==> config.mk <==
export PLATFORM = sky130hd
export DESIGN_NAME = uart_rx_cfg
export DESIGN_NICKNAME = d
export VERILOG_FILES = /design/src/rtl/uart_pkg.sv /design/src/rtl/uart_rx_sampler.sv /design/src/rtl/uart_rx_cfg.sv
export SDC_FILE = /design/constraint.sdc
export NUM_CORES = 1
export LEC_CHECK = 0
export ABC_AREA = 1
export BUFFER_PORTS_ARGS = -buffer_cell sky130_fd_sc_hd__buf_2
export CAP_MARGIN = 0
export CORE_AREA = 10 10 96 98
export DETAILED_ROUTE_END_ITERATION = 7
export DIE_AREA = 0 0 106 108
export SLEW_MARGIN = 10
export SYNTH_ARGS = -nofsm -noshare
export SYNTH_HDL_FRONTEND = slang
export SYNTH_SLANG_ARGS = --single-unit
==> constraint.sdc <==
create_clock -name clk -period 1.82 [get_ports clk]
set_input_delay 0.182 -clock clk [delete_from_list [all_inputs] [get_ports clk]]
set_output_delay 0.182 -clock clk [all_outputs]
set_load 0.01 [all_outputs]
==> src/rtl/uart_pkg.sv <==
// Shared UART definitions: parity modes, receiver state encoding, baud divisor helper.
package uart_pkg;

   typedef enum logic [1:0] {
      PAR_NONE = 2'd0,
      PAR_ODD  = 2'd1,
      PAR_EVEN = 2'd2
   } parity_e;

   typedef enum logic [2:0] {
      ST_IDLE   = 3'd0,
      ST_START  = 3'd1,
      ST_DATA   = 3'd2,
      ST_PARITY = 3'd3,
      ST_STOP   = 3'd4
   } rx_state_e;

   function automatic int unsigned clks_per_bit(input int unsigned clk_freq,
                                                input int unsigned baud_rate);
      return clk_freq / baud_rate;
   endfunction

endpackage

==> src/rtl/uart_rx_sampler.sv <==
// Receive-line front end: 2-flop synchroniser, falling-edge detect and
// 3-tap majority vote over the last three synchronised samples.
module uart_rx_sampler (
   input  logic clk,
   input  logic reset,
   input  logic rx_line,
   output logic rx_s,
   output logic fall,
   output logic maj
);

   logic sync1;
   logic sync2;
   logic hist1;
   logic hist2;

   // Idle-high line: everything resets to 1 so reset release never looks like a start edge.
   always_ff @(posedge clk) begin
      if (reset) begin
         sync1 <= 1'b1;
         sync2 <= 1'b1;
         hist1 <= 1'b1;
         hist2 <= 1'b1;
      end else begin
         sync1 <= rx_line;
         sync2 <= sync1;
         hist1 <= sync2;
         hist2 <= hist1;
      end
   end

   assign rx_s = sync2;
   assign fall = hist1 & ~sync2;
   assign maj  = (sync2 & hist1) | (sync2 & hist2) | (hist1 & hist2);

endmodule

==> src/rtl/uart_rx_cfg.sv <==
// Configurable UART receiver with one-entry valid/ready holding register.
// Optional break detection when UART_RX_BREAK_DET_EN is defined.
module uart_rx_cfg
   import uart_pkg::*;
#(
   parameter int unsigned CLK_FREQ  = 50000000,
   parameter int unsigned BAUD_RATE = 9600,
   parameter int unsigned DATA_BITS = 8,
   parameter int unsigned PARITY    = 0,
   parameter int unsigned STOP_BITS = 1
) (
   input  logic                 clk,
   input  logic                 reset,
   input  logic                 rx_line,
   output logic [DATA_BITS-1:0] rx_data,
   output logic                 rx_valid,
   input  logic                 rx_ready,
   output logic                 rx_frame_err,
   output logic                 rx_parity_err,
   output logic                 rx_overrun,
`ifdef UART_RX_BREAK_DET_EN
   output logic                 rx_break,
`endif
   output logic                 rx_busy
);

   localparam int unsigned CPB   = clks_per_bit(CLK_FREQ, BAUD_RATE);
   localparam int unsigned CNT_W = $clog2(CPB + 1);
   localparam int unsigned BIT_W = 4;
   localparam parity_e     PAR_CFG  = parity_e'(2'(PARITY));
   localparam logic [CNT_W-1:0] MID_CNT  = CNT_W'(CPB / 2 + 1);
   localparam logic [CNT_W-1:0] LAST_CNT = CNT_W'(CPB - 1);

   rx_state_e            state;
   rx_state_e            state_next;
   logic [CNT_W-1:0]     clk_count;
   logic [BIT_W-1:0]     bit_count;
   logic [DATA_BITS-1:0] shift_reg;
   logic                 par_err_q;
   logic                 frm_err_q;
   logic                 frame_done;
   logic                 fall;
   logic                 maj;
   logic                 tick;
   logic                 last_data;
   logic                 last_stop;
   logic                 frame_end;
   logic                 start_det;
`ifdef UART_RX_BREAK_DET_EN
   logic                 rx_s;
   logic                 any_one;
   logic                 brk_wait;
   logic                 is_break;
`endif

   uart_rx_sampler u_sampler (
      .clk     (clk),
      .reset   (reset),
      .rx_line (rx_line),
`ifdef UART_RX_BREAK_DET_EN
      .rx_s    (rx_s),
`else
      .rx_s    (),
`endif
      .fall    (fall),
      .maj     (maj)
   );

   assign tick      = (clk_count == MID_CNT);
   assign last_data = (bit_count == BIT_W'(DATA_BITS - 1));
   assign last_stop = (bit_count == BIT_W'(STOP_BITS - 1));
   assign frame_end = (state == ST_STOP) && tick && last_stop;
`ifdef UART_RX_BREAK_DET_EN
   assign start_det = fall & ~brk_wait;
   assign is_break  = frame_end & ~any_one & ~maj;
`else
   assign start_det = fall;
`endif

   always_ff @(posedge clk) begin
      if (reset) state <= ST_IDLE;
      else       state <= state_next;
   end

   always_comb begin
      state_next = state;
      case (state)
         ST_IDLE:   if (start_det) state_next = ST_START;
         ST_START:  if (tick) state_next = maj ? ST_IDLE : ST_DATA;
         ST_DATA:   if (tick && last_data)
                       state_next = (PAR_CFG != PAR_NONE) ? ST_PARITY : ST_STOP;
         ST_PARITY: if (tick) state_next = ST_STOP;
         ST_STOP:   if (tick && last_stop) state_next = ST_IDLE;
         default:   state_next = ST_IDLE;
      endcase
   end

   // Bit timing, shifter and per-frame error accumulation.
   always_ff @(posedge clk) begin
      if (reset) begin
         clk_count  <= '0;
         bit_count  <= '0;
         shift_reg  <= '0;
         par_err_q  <= 1'b0;
         frm_err_q  <= 1'b0;
         frame_done <= 1'b0;
         rx_busy    <= 1'b0;
`ifdef UART_RX_BREAK_DET_EN
         any_one    <= 1'b0;
         brk_wait   <= 1'b0;
         rx_break   <= 1'b0;
`endif
      end else begin
         rx_busy <= (state_next != ST_IDLE);
         if (state != ST_IDLE && state_next != ST_IDLE)
            clk_count <= (clk_count == LAST_CNT) ? '0 : clk_count + CNT_W'(1);
`ifdef UART_RX_BREAK_DET_EN
         else if (brk_wait && rx_s && clk_count != LAST_CNT)
            clk_count <= clk_count + CNT_W'(1);
`endif
         else
            clk_count <= '0;

         if (state == ST_IDLE && start_det) begin
            bit_count <= '0;
            par_err_q <= 1'b0;
            frm_err_q <= 1'b0;
`ifdef UART_RX_BREAK_DET_EN
            any_one   <= 1'b0;
`endif
         end

         if (tick) begin
            case (state)
               ST_DATA: begin
                  shift_reg <= {maj, shift_reg[DATA_BITS-1:1]};
                  bit_count <= last_data ? '0 : bit_count + BIT_W'(1);
               end
               ST_PARITY: par_err_q <= (^shift_reg) ^ maj ^ (PAR_CFG == PAR_ODD);
               ST_STOP: begin
                  if (!maj) frm_err_q <= 1'b1;
                  bit_count <= last_stop ? '0 : bit_count + BIT_W'(1);
               end
               default: ;
            endcase
         end

`ifdef UART_RX_BREAK_DET_EN
         if (tick && maj && (state inside {ST_DATA, ST_PARITY, ST_STOP})) any_one <= 1'b1;
         frame_done <= frame_end & ~is_break;
         rx_break   <= is_break;
         // After a break, re-arm only once the line has been high for a full bit.
         if (is_break) brk_wait <= 1'b1;
         else if (state == ST_IDLE && rx_s && clk_count == LAST_CNT) brk_wait <= 1'b0;
`else
         frame_done <= frame_end;
`endif
      end
   end

   // One-entry holding register; a new word beats a same-cycle accept.
   always_ff @(posedge clk) begin
      if (reset) begin
         rx_data       <= '0;
         rx_valid      <= 1'b0;
         rx_frame_err  <= 1'b0;
         rx_parity_err <= 1'b0;
         rx_overrun    <= 1'b0;
      end else begin
         rx_overrun <= 1'b0;
         if (frame_done) begin
            if (!rx_valid || rx_ready) begin
               rx_data       <= shift_reg;
               rx_frame_err  <= frm_err_q;
               rx_parity_err <= par_err_q;
               rx_valid      <= 1'b1;
            end else begin
               rx_overrun <= 1'b1;
            end
         end else if (rx_ready) begin
            rx_valid <= 1'b0;
         end
      end
   end

endmodule
[After elaboration in Yosys (flattened, before gate mapping)]
Cells that the tools add are included.
Word-level totals
  bits in registers: 48
  input port bits: 4
Cells by class
  $add $sub $neg: 2
  eq/ne operators: 8
  mux-type cells: 23
  bitwise gates (word level): 10
  reductions and logical operators: 19
Operators by type and width (number)
  4-bit 2-to-1 mux: 4
  3-bit 2-to-1 mux: 5
  3-bit one-hot mux with 5 select lines: 1
  13-bit by 1-bit adder with 13-bit output (second input constant): 1
  13-bit by 12-bit == test with 1-bit output (second input constant): 1
  13-bit == test (second input constant): 1
  1-bit 2-to-1 mux: 11
  4-bit one-hot mux with 2 select lines: 1
  8-bit XOR reduction: 1
  3-bit by 2-bit == test with 1-bit output (second input constant): 2
  1-bit logical AND: 6
  2-bit AND reduction: 3
  3-bit nonzero test: 2
  4-bit by 1-bit adder with 4-bit output (second input constant): 1
  1-bit bitwise AND: 4
  4-bit by 3-bit == test with 1-bit output (second input constant): 1
  4-bit zero test: 1
  3-bit by 1-bit == test with 1-bit output (second input constant): 1
  3-bit == test (second input constant): 1
  3-bit zero test: 1
  1-bit NOT: 3
  3-bit OR reduction: 1
  2-bit 2-to-1 mux: 1
  2-bit by 1-bit inequality test with 1-bit output (second input constant): 1
  other kinds (6): 7

[Depth between registers and ports, before layout]
Gate-level depths: netlist (run 1).
  depth in word-level cells: 10
  depth in mapped cells: 12

[Cells and area by module]
Synthesis (run 1) repeated with hierarchy kept, for this count alone.
Second synthesis, totals
  cell total of the unflattened synthesis: 300
  area total of the unflattened synthesis: 2235.9 um^2
By module, submodules not included
  uart_rx_cfg: times used 1, cells an instance 286, area each 2107.0 um^2, sequential area each 880.8 um^2
  uart_rx_sampler: times used 1, cells an instance 14, area each 128.9 um^2, sequential area each 80.1 um^2

[Worst setup path after synthesis (run 1)]
OpenSTA, ideal clock, no wires.
  kind: reg2reg
  start point: register clk_count[0]
  end point: register clk_count[2]
  arrival: 1426 ps
  setup slack: 277 ps
  cell stages (with the launch flop): 12
  buffers on the path: 1
  period minus slack after synthesis: 1543 ps
  cells stage by stage: dfxtp_1 > ha_1 > nand2_1 > nor2_1 > nand3_1 > nand2_1 > nand2_1 > nor2_2 > nand3_2 > nand3_4 > buf_8 > nor2_2
On the way
  longest elaborated chain between the ends: 8
  elaborated cells between the ends (all ways): 14
Ends and longest elaborated chain
  start: declaration: line uart_rx_cfg.sv:36  | logic [CNT_W-1:0] clk_count;
  start signal: assignment: line uart_rx_cfg.sv:116  | clk_count <= (clk_count == LAST_CNT) ? '0 : clk_count + CNT_W'(1);
  13-bit by 12-bit == test with 1-bit output: line uart_rx_cfg.sv:69  | assign tick = (clk_count == MID_CNT);
  1-bit logical AND (on tied branches): line uart_rx_cfg.sv:93, uart_rx_cfg.sv:90
  3-bit 2-to-1 mux (on tied branches): line uart_rx_cfg.sv:93, uart_rx_cfg.sv:90
  3-bit one-hot mux with 5 select lines: line uart_rx_cfg.sv:87  | case (state)
  3-bit nonzero test: line uart_rx_cfg.sv:115  | if (state != ST_IDLE && state_next != ST_IDLE)
  1-bit logical AND: line uart_rx_cfg.sv:115
  1-bit NOT (no source line)
  3-bit OR reduction (no source line)
Several ways; a longest one is shown, not always the timed one.
A chain may end at the register's enable or synchronous reset.

[Final worst setup path (run 1)]
  start point: register clk_count[1]
  end point: register clk_count[1]
The elaborated chain is that of the path after synthesis.

==> results of run 1 <==
-- layout make-up --
| type | count | area (µm²) |
|---|---|---|
| fillers | 820 | 4790 |
| multi-input cells | 223 | 1200 |
| flip-flops and latches | 48 | 962 |
| inverters | 41 | 154 |
| well taps | 102 | 128 |
| repair buffers | 21 | 118 |
| clock buffers | 8 | 90.1 |
-- per-stage QoR --
| stage | worst slack [ns] | hold WS, ns |
|---|---|---|
| 2_1_floorplan | 0.277 | 0.286 |
| 4_1_cts | 0.101 | 0.0552 |
| 5_1_grt | 0.0221 | 0.0575 |
| 3_3_place_gp | 0.155 | 0.373 |
| 6_report | 0.181 | 0.0610 |
| 3_5_place_dp | 0.117 | 0.369 |
-- power groups by stage --
stage	registers (mW)	logic [mW]	clock network, mW
final	1.07	0.117	0.655
after floorplan	1.09	0.0713	0
after detailed placement	1.09	0.0979	0
after global routing	1.07	0.130	0.717
after global placement	1.09	0.0968	0
after CTS	1.07	0.0981	0.670
-- synth_stat cells --
library cell,n,share of area [%]
sky130_fd_sc_hd__dfxtp_1,48,42
sky130_fd_sc_hd__nand4_1,4,1.1
sky130_fd_sc_hd__ha_1,4,2.2
sky130_fd_sc_hd__inv_2,8,1.3
sky130_fd_sc_hd__xor2_1,12,4.6
sky130_fd_sc_hd__nor2_2,15,4.1
sky130_fd_sc_hd__nand3_4,1,0.76
sky130_fd_sc_hd__a31oi_1,1,0.27
sky130_fd_sc_hd__nand4_2,1,0.54
sky130_fd_sc_hd__inv_1,33,5.4
sky130_fd_sc_hd__clkbuf_1,4,0.65
sky130_fd_sc_hd__xnor2_1,6,2.3
sky130_fd_sc_hd__nor3_1,6,1.3
sky130_fd_sc_hd__o211ai_1,1,0.33
sky130_fd_sc_hd__a21oi_1,16,3.5
sky130_fd_sc_hd__nand2b_1,2,0.54
sky130_fd_sc_hd__nand3_1,17,3.7
sky130_fd_sc_hd__a211oi_1,1,0.33
sky130_fd_sc_hd__buf_8,1,0.65
sky130_fd_sc_hd__or2_2,2,0.54
sky130_fd_sc_hd__nor4_1,1,0.27
sky130_fd_sc_hd__nor3_4,1,0.71
sky130_fd_sc_hd__nand2_1,49,8.0
sky130_fd_sc_hd__o31ai_1,1,0.33
sky130_fd_sc_hd__nor3b_1,1,0.33
sky130_fd_sc_hd__nand2_2,1,0.27
sky130_fd_sc_hd__nand3_2,2,0.87
sky130_fd_sc_hd__nor2_1,55,8.9
sky130_fd_sc_hd__o21ai_0,22,4.8
-- critical path, cell delays in order, from the launching register on --
cell and delay (ns):
sky130_fd_sc_hd__dfxtp_1 0.33, sky130_fd_sc_hd__inv_1 0.05, sky130_fd_sc_hd__ha_1 0.15, sky130_fd_sc_hd__nand2_1 0.07, sky130_fd_sc_hd__nor2_1 0.12, sky130_fd_sc_hd__nand3_2 0.15
sky130_fd_sc_hd__nand2_1 0.09, sky130_fd_sc_hd__nand2_1 0.07, sky130_fd_sc_hd__nor2_2 0.18, sky130_fd_sc_hd__nand3_4 0.13, sky130_fd_sc_hd__nand3_4 0.14, sky130_fd_sc_hd__nor2_1 0.06
-- cell families (layout without fill, tap and decap cells) --
group | after synthesis | in the layout
AO/OA/AOI/OAI | 42 | 42
XOR/XNOR | 18 | 18
adder cells (fa/ha/maj) | 4 | 4
buffers and inverters | 46 | 70
flip-flops | 48 | 48
AND/OR/NAND/NOR | 158 | 159
-- metal layers --
layer / vias to the layer above / global-route usage [%]
li1: 1052 / -
met1: 889 / 11.1
met2: 30 / 14.0
met3: 8 / 2.50
met4: 0 / 3.19
met5: - / 0
-- timing repair --
action                     in CTS  in global routing
setup endpoints to repair       0                 19
resized for setup               0                  9
hold buffers                    0                  0
hold endpoints to repair        0                  0
-- path summary, 6_finish.rpt --
kind	from	end	slack, ns	depth (start not counted)
worst max-delay path	clk_count[1]	clk_count[1]	0.18	11
worst min-delay path	rx_line	u_sampler.sync1	0.06	2
worst max register to register	clk_count[1]	clk_count[1]	0.18	11
worst min register to register	u_sampler.sync1	u_sampler.rx_s	0.42	1
==> results.py, run 1 <==
metrics = {
    "status": {
        "outcome": "finished clean",
    },
    "finish": {
        "num_antenna_cells": 0,
        "final_cell_mix": "55 x sky130_fd_sc_hd__nor2_1, 48 x sky130_fd_sc_hd__nand2_1, 47 x sky130_fd_sc_hd__dfxtp_1",
        "finalNetCount": 348,
        "drive_gt1_share_pct": 18.5,
        "final_common_cell": "sky130_fd_sc_hd__nor2_1",
        "final_core_utilization_pct": 35.7,
        "synthToLayoutAreaGrowth_pct": 15.1,
        "postLayoutCellArea_mm2": 0.00266,
        "largest_register_ff_count": 13,
        "post_layout_nonfiller_instances": 443,
    },
    "setup_path": {
        "critical_path_startpoint_category": "register",
        "worst-endpoint-required_ns": 2.01,
        "timing.setup.critical_path_class": "reg2reg",
        "end_kind": "register",
        "critical_path.max_fanout": 7,
        "critPathArrivalTime_ns": 1.83,
    },
    "clocking": {
        "path_clk_slew_ns": 0.08,
        "htree_levels": 2,
        "cts_max_path_buffers": 2,
        "tritoncts_num_sinks": 48,
        "tritoncts.num_buffers": 5,
        "clockRootBuffer": "sky130_fd_sc_hd__clkbuf_8",
        "cts_tree": "done",
        "post-cts-setup-buffers": 0,
        "clkLatencyLatePin_ns": 0.30,
    },
    "global_route": {
        "grt_pass1_vias": 1880,
        "gr-usage-all-layers_pct": 8.79,
        "grt_ovf": 0,
        "wire_length_of_the_first_global_routing_pass_um": 8480,
        "grt_antenna_before_repair": 0,
        "pin_count_of_the_biggest_net_entering_global_routing": 19,
    },
    "yosys": {
        "synth_top_family_by_area": "simple AND/OR/NAND/NOR gates",
        "synth_adder_area_share_pct": 2.17,
        "share_of_the_synthesized_area_in_compound_gates_ao_oa_aoi_oai_pct": 9.49,
        "synth_seq_area_share_pct": 41.6,
        "synth_xor_xnor_area_share_pct": 6.83,
        "ys_warn_count": 0,
        "number_of_distinct_standard_cells_referenced_by_the_synthesized_netlist": 29,
        "syn-instance-count": 316,
        "postSynthAreaPerCell_um2": 7.30,
        "synthSimpleGateAreaFrac_pct": 31.9,
        "mappedNetlistNets": 324,
        "syn-cell-area_mm2": 0.00231,
        "synth.area.mux_share_pct": 0,
        "synth-seq-cells": 48,
    },
    "floorplanning": {
        "start_util_pct": 31.0,
        "die-width_um": 106,
        "die_height_um": 108,
        "total_die_area_mm2": 0.0114,
        "top_level_ports": 17,
        "fp-row-count": 32,
        "core_region_area_mm2": 0.00745,
    },
    "timing": {
        "final-setup-viol-count": 0,
        "final_hold_viol_count": 0,
        "post-route-min-period_ns": 1.64,
        "fin_setup_tns_ns": 0,
        "slew_violations": 0,
        "setup_repair_after_global_routing_missed_its_margin": "false",
        "timing_worst_slew_pin_value_ns": 0.410,
        "fmax_mhz": 610,
        "timing.slew.headroom_pct": 72.6,
        "clock_skew_ns": 0.00419,
        "final_min_period_over_clock_period_pct": 90.1,
    },
    "placement": {
        "numPlacedInstances": 434,
        "routabilityCongestion": 0.876,
        "place.detailed.hpwl_um": 3610,
        "dpl-instance-area_mm2": 0.00252,
        "buffer_ports.inserted": 16,
    },
    "power_and_ir_drop": {
        "totalPowerFinal_mw": 1.84,
        "sw_power_mw": 0.432,
        "power.ir.vdd_worst_v": 0.000418,
        "swShare_pct": 23.5,
        "comb_power_share_pct": 6.4,
        "pwr-share-clk_pct": 35.6,
        "p_leak_nw": 1.13,
        "powerDensity_mw_per_mm2": 693,
        "seqPwrFrac_pct": 58.1,
        "p_int_mw": 1.41,
    },
    "detailed_routing": {
        "met3WireLength_um": 198,
        "wire_per_inst_um": 11.1,
        "number_of_detailed_route_iterations_in_the_first_pass": 5,
        "detail_route.vias_per_cell": 4.47,
        "routed_wl_um": 4920,
        "met2_length_um": 2230,
        "ant_nets": 0,
        "drc": 0,
        "route.layer.met1.wl_um": 2430,
        "drt_iter0_drc": 148,
        "highest_layer": "met4",
        "route.vias.total": 1979,
    },
    "min_path": {
        "worst_hold_path_type": "in2reg",
    },
    "run": {
        "maxCapViolations": 0,
    },
}
Power figures use the tool's default switching activity.
==> inputs of run 2 (changes only) <==
--- a/config.mk
+++ b/config.mk
@@ -6,11 +6,11 @@
 export NUM_CORES = 1
 export LEC_CHECK = 0
 export ABC_AREA = 1
-export BUFFER_PORTS_ARGS = -buffer_cell sky130_fd_sc_hd__buf_2
 export CAP_MARGIN = 0
 export CORE_AREA = 10 10 96 98
 export DETAILED_ROUTE_END_ITERATION = 7
 export DIE_AREA = 0 0 106 108
+export DONT_BUFFER_PORTS = 1
 export SLEW_MARGIN = 10
 export SYNTH_ARGS = -nofsm -noshare
 export SYNTH_HDL_FRONTEND = slang
==> run 2 against run 1 <==
Sequential power hardly changed. Power is 1.1% lower. Flip-flop and latch count stayed put. Worst hold slack better by 0.0056 ns. First-iteration DRC count is 18% lower. Cell count is 3.4% lower. Die area stayed put. Global-route usage hardly changed. Worst setup slack worse by 0.016 ns. Critical path type unchanged.
==> results.py, run 2 (synthesized netlist as in run 1, its figures left out) <==
metrics = {
    "clocking": {
        "post-cts-setup-buffers": 0,
        "clockRootBuffer": "sky130_fd_sc_hd__clkbuf_8",
        "tritoncts_num_sinks": 48,
        "htree_levels": 2,
        "cts_tree": "done",
        "tritoncts.num_buffers": 5,
        "clkLatencyLatePin_ns": 0.30,
        "path_clk_slew_ns": 0.08,
        "cts_max_path_buffers": 2,
    },
    "detailed_routing": {
        "route.vias.total": 1958,
        "drt_iter0_drc": 122,
        "detail_route.vias_per_cell": 4.57,
        "number_of_detailed_route_iterations_in_the_first_pass": 4,
        "ant_nets": 0,
        "routed_wl_um": 5020,
        "wire_per_inst_um": 11.7,
        "drc": 0,
    },
    "power_and_ir_drop": {
        "sw_power_mw": 0.426,
        "pwr-share-clk_pct": 35.4,
        "power.ir.vdd_worst_v": 0.000366,
        "totalPowerFinal_mw": 1.82,
        "swShare_pct": 23.4,
        "powerDensity_mw_per_mm2": 707,
        "p_int_mw": 1.39,
        "comb_power_share_pct": 5.7,
        "seqPwrFrac_pct": 58.8,
        "p_leak_nw": 1.05,
    },
    "floorplanning": {
        "start_util_pct": 31.0,
        "fp-row-count": 32,
        "core_region_area_mm2": 0.00745,
        "die-width_um": 106,
        "top_level_ports": 17,
        "total_die_area_mm2": 0.0114,
        "die_height_um": 108,
    },
    "timing": {
        "clock_skew_ns": 0.00796,
        "slew_violations": 0,
        "final_min_period_over_clock_period_pct": 90.9,
        "timing_worst_slew_pin_value_ns": 0.615,
        "timing.slew.headroom_pct": 58.6,
        "setup_repair_after_global_routing_missed_its_margin": "false",
        "final_hold_viol_count": 0,
        "worst_hold_slack_ns": 0.0665,
        "final-setup-viol-count": 0,
        "fin_setup_tns_ns": 0,
        "fmax_mhz": 604,
        "post-route-min-period_ns": 1.66,
        "final.setup.worst_slack_ns": 0.165,
    },
    "global_route": {
        "gr-usage-all-layers_pct": 8.76,
        "grt_antenna_before_repair": 0,
        "pin_count_of_the_biggest_net_entering_global_routing": 21,
        "grt_ovf": 0,
        "grt_pass1_vias": 1840,
        "wire_length_of_the_first_global_routing_pass_um": 8450,
    },
    "run": {
        "maxCapViolations": 0,
    },
    "setup_path": {
        "worst-endpoint-required_ns": 2.01,
        "r2r_start": "clk_count[1]",
        "critPathArrivalTime_ns": 1.85,
        "end_kind": "register",
        "reg2reg_depth": 11,
        "critPathLaunch": "clk_count[1]",
        "timing.setup.critical_path_class": "reg2reg",
        "critical_path_startpoint_category": "register",
        "critical_path.max_fanout": 7,
    },
    "finish": {
        "final_cell_mix": "55 x sky130_fd_sc_hd__nor2_1, 49 x sky130_fd_sc_hd__nand2_1, 45 x sky130_fd_sc_hd__dfxtp_1",
        "final_common_cell": "sky130_fd_sc_hd__nor2_1",
        "postLayoutCellArea_mm2": 0.00258,
        "finalNetCount": 333,
        "drive_gt1_share_pct": 15.0,
        "post_layout_nonfiller_instances": 428,
        "synthToLayoutAreaGrowth_pct": 11.7,
        "num_antenna_cells": 0,
        "largest_register_ff_count": 13,
        "final_core_utilization_pct": 34.6,
    },
    "placement": {
        "dpl_worst_slack_ns": 0.0880,
        "place.detailed.hpwl_um": 3600,
        "dpl-instance-area_mm2": 0.00243,
        "buffer_ports.inserted": 0,
        "routabilityCongestion": 0.911,
        "numPlacedInstances": 417,
    },
    "min_path": {
        "min_path_cells": 3,
        "worst_hold_path_type": "in2reg",
        "min-delay-start": "rx_ready",
    },
    "status": {
        "outcome": "finished clean",
    },
}
run 2: timing repair:
| item | 4_1_cts | 5_1_grt |
|---|---|---|
| resized for setup | 0 | 6 |
| endpoints found under the setup margin | 0 | 19 |
| hold buffers | 2 | 0 |
| hold endpoints to repair | 12 | 0 |
run 2: metal layers:
layer	global-route usage, %	up-vias	wire (µm)
met4	2.32	0	43
met3	2.62	5	252
li1	-	1014	-
met5	0	-	0
met2	14.1	38	2310
met1	11.2	901	2410
run 2: final timing paths:
check,to,slack (ns)
worst max-delay path,clk_count[1],0.16
worst min-delay path,rx_overrun,0.07
worst max register to register,clk_count[1],0.16
worst min register to register,u_sampler.rx_s,0.43
run 2: worst max-delay path, stage by stage (launching register included):
cell and delay, ns:
sky130_fd_sc_hd__dfxtp_1 0.34, sky130_fd_sc_hd__inv_1 0.06, sky130_fd_sc_hd__ha_1 0.15, sky130_fd_sc_hd__nand2_1 0.07
sky130_fd_sc_hd__nor2_1 0.11, sky130_fd_sc_hd__nand3_2 0.14, sky130_fd_sc_hd__nand2_1 0.09, sky130_fd_sc_hd__nand2_1 0.06
sky130_fd_sc_hd__nor2_2 0.15, sky130_fd_sc_hd__nand3_2 0.17, sky130_fd_sc_hd__nand3_4 0.16, sky130_fd_sc_hd__nor2_1 0.06
run 2: area by class of cell:
cell class              count  area (µm²)
fillers                   826        4870
multi-input cells         223        1190
flip-flops and latches     48         965
inverters                  41         154
well taps                 102         128
clock buffers               6        82.6
repair buffers              6        50.0
clock inverters             2        10.0
run 2: power groups by stage:
stage	registers, mW	logic (mW)	clock network, mW
finish	1.07	0.105	0.645
global route	1.07	0.114	0.712
CTS	1.07	0.0912	0.673
detailed placement	1.10	0.0828	0
global placement	1.10	0.0830	0
floorplan	1.09	0.0713	0
==> inputs of run 3 (changes only) <==
--- a/config.mk
+++ b/config.mk
@@ -7,10 +7,11 @@
 export LEC_CHECK = 0
 export ABC_AREA = 1
 export CAP_MARGIN = 0
-export CORE_AREA = 10 10 96 98
+export CORE_AREA = 10 10 87 89
 export DETAILED_ROUTE_END_ITERATION = 7
-export DIE_AREA = 0 0 106 108
+export DIE_AREA = 0 0 97 99
 export DONT_BUFFER_PORTS = 1
+export SKIP_LAST_GASP = 1
 export SLEW_MARGIN = 10
 export SYNTH_ARGS = -nofsm -noshare
 export SYNTH_HDL_FRONTEND = slang
==> run 3 against run 2 <==
Cell count decreased by 6.3%. Via count fell by 2.3%. Sequential power about the same. Worst setup slack better by 0.033 ns. Fmax rose by 2.0%. Register-to-register slack improved by 0.03 ns. Wire length is 2.3% lower. Design area is essentially flat. Clock skew is 0.0030 ns lower. Sequential share of layout area fell by 0.079 points. Die area fell by 16%. Non-clock buffer count unchanged. Highest routed layer unchanged.
==> results.py, run 3 (synthesized netlist as in run 1, its figures left out) <==
metrics = {
    "clocking": {
        "post-cts-setup-buffers": 0,
        "cts_tree": "done",
        "htree_levels": 2,
        "clockRootBuffer": "sky130_fd_sc_hd__clkbuf_8",
        "tritoncts_num_sinks": 48,
        "path_clk_slew_ns": 0.09,
        "cts_max_path_buffers": 2,
        "clkLatencyLatePin_ns": 0.31,
        "tritoncts.num_buffers": 5,
    },
    "timing": {
        "final_hold_viol_count": 0,
        "timing_worst_slew_pin_value_ns": 0.553,
        "fin_setup_tns_ns": 0,
        "final.setup.worst_slack_ns": 0.198,
        "slew_violations": 0,
        "final-setup-viol-count": 0,
        "setup_repair_after_global_routing_missed_its_margin": "false",
        "worst_hold_slack_ns": 0.0449,
        "post-route-min-period_ns": 1.62,
        "final_min_period_over_clock_period_pct": 89.1,
        "fmax_mhz": 616,
        "clock_skew_ns": 0.00494,
        "timing.slew.headroom_pct": 62.7,
    },
    "floorplanning": {
        "die-width_um": 97,
        "die_height_um": 99,
        "top_level_ports": 17,
        "core_region_area_mm2": 0.00585,
        "total_die_area_mm2": 0.00960,
        "start_util_pct": 39.4,
        "fp-row-count": 28,
    },
    "placement": {
        "dpl-instance-area_mm2": 0.00240,
        "buffer_ports.inserted": 0,
        "routabilityCongestion": 0.864,
        "place.detailed.hpwl_um": 3580,
        "dpl_worst_slack_ns": 0.108,
    },
    "global_route": {
        "grt_ovf": 0,
        "gr-usage-all-layers_pct": 10.2,
        "wire_length_of_the_first_global_routing_pass_um": 8270,
        "pin_count_of_the_biggest_net_entering_global_routing": 23,
        "grt_pass1_vias": 1810,
        "grt_antenna_before_repair": 0,
    },
    "setup_path": {
        "critPathTopFamily": "simple AND/OR/NAND/NOR gates",
        "worstPathCellList": "inv_1 -> ha_1 -> nand2_1 -> nor2_1 -> nand3_2 -> nand2_1 -> nand2_1 -> nor2_4 -> nand3_4 -> nand3_4 -> nor2_1",
        "critical_path.slowest_cell": "sky130_fd_sc_hd__dfxtp_1",
        "critical_path.max_fanout": 7,
        "critical_path_startpoint_category": "register",
        "end_kind": "register",
        "critPathArrivalTime_ns": 1.83,
        "crit_buf_inv": 1,
        "cpPeakStageDelay_ns": 0.34,
        "timing.setup.critical_path_class": "reg2reg",
        "worst-endpoint-required_ns": 2.03,
        "cpMostUsedCell": "sky130_fd_sc_hd__nand2_1",
        "r2r-end": "clk_count[0]",
        "reg2reg_depth": 11,
        "timing.reg2reg.setup_slack_ns": 0.20,
        "r2r_start": "clk_count[1]",
    },
    "finish": {
        "final_common_cell": "sky130_fd_sc_hd__nor2_1",
        "synthToLayoutAreaGrowth_pct": 11.7,
        "postLayoutCellArea_mm2": 0.00258,
        "final_cell_mix": "55 x sky130_fd_sc_hd__nor2_1, 49 x sky130_fd_sc_hd__nand2_1, 47 x sky130_fd_sc_hd__dfxtp_1",
        "drive_gt1_share_pct": 14.4,
        "nFillCells": 576,
        "num_antenna_cells": 0,
        "finalNetCount": 333,
        "largest_register_ff_count": 13,
    },
    "power_and_ir_drop": {
        "power.ir.vdd_worst_v": 0.000501,
        "p_int_mw": 1.51,
        "seqPwrFrac_pct": 54.2,
        "p_leak_nw": 1.05,
        "comb_power_share_pct": 5.6,
        "sw_power_mw": 0.466,
        "swShare_pct": 23.6,
        "pwr-share-clk_pct": 40.2,
        "powerDensity_mw_per_mm2": 767,
    },
    "run": {
        "maxCapViolations": 0,
    },
    "detailed_routing": {
        "route.vias.total": 1912,
        "met2_length_um": 2290,
        "drc": 0,
        "route.layer.met1.wl_um": 2320,
        "routed_wl_um": 4900,
        "ant_nets": 0,
        "met3WireLength_um": 206,
        "detail_route.vias_per_cell": 4.77,
        "number_of_detailed_route_iterations_in_the_first_pass": 4,
        "wire_per_inst_um": 12.2,
        "drt_iter0_drc": 103,
        "highest_layer": "met4",
    },
    "status": {
        "outcome": "finished clean",
    },
    "min_path": {
        "min_path_cells": 3,
        "worst_hold_path_type": "in2reg",
        "holdPathEnd": "rx_overrun",
        "min-delay-start": "rx_ready",
    },
}
run 3: cell types whose count changed in the layout (fill, tap and decap cells not counted), sizes merged:
| cell | change |
|---|---|
| inv | +1 |
| clkinvlp | +1 |
| clkinv | -2 |
| bufinv | +1 |
| clkbuf | -1 |
run 3: repair_timing:
action	CTS	global route
hold buffers	2	0
hold endpoints to repair	12	0
gates resized for setup	0	6
endpoints found under the setup margin	0	15
run 3: power groups by stage:
stage / registers (mW) / clock network (mW) / logic, mW
floorplan: 1.09 / 0 / 0.0713
CTS: 1.07 / 0.821 / 0.0913
global placement: 1.10 / 0 / 0.0830
finish: 1.07 / 0.793 / 0.111
detailed placement: 1.10 / 0 / 0.0829
global route: 1.07 / 0.860 / 0.123
run 3: layout make-up:
| type | instances | area, µm² | share of cell area (%) |
|---|---|---|---|
| repair buffers | 6 | 50.0 | 1.94 |
| well taps | 75 | 93.8 | 3.64 |
| clock inverters | 3 | 46.3 | 1.80 |
| multi-input cells | 223 | 1200 | 46.6 |
| clock buffers | 5 | 68.8 | 2.67 |
| inverters | 41 | 154 | 5.97 |
| flip-flops and latches | 48 | 962 | 37.3 |
run 3: worst max path at each step:
stage                            start             to  slack [ns]  depth (start not counted)
after CTS                 clk_count[0]   clk_count[1]        0.09                          8
after global routing      clk_count[1]   bit_count[0]       0.008                         10
after global placement    clk_count[0]   clk_count[0]        0.15                          8
after detailed placement  clk_count[0]  clk_count[12]        0.11                          8
final                     clk_count[1]   clk_count[0]        0.20                         11
after floorplan           clk_count[0]   clk_count[2]        0.28                         11
run 3: layer usage:
layer  global-route usage (%)  up-vias
li1                         -     1023
met1                     11.9      856
met2                     17.0       24
met3                     2.79        9
met4                     4.31        0
met5                        0        -
run 3: worst min-delay path, delay by kind of cell:
| kind | cells | cell delay [ns] |
|---|---|---|
| buf+inv | 1 | 0.06 |
| simple gates | 2 | 0.07 |
run 3: stage by stage:
step	instances	utilization, %	total power, mW
2_1_floorplan	316	-	1.16
3_3_place_gp	390	41.0	1.18
5_1_grt	401	44.0	2.06
6_report	401	44.0	1.98
3_5_place_dp	390	41.0	1.18
4_1_cts	400	43.3	1.98
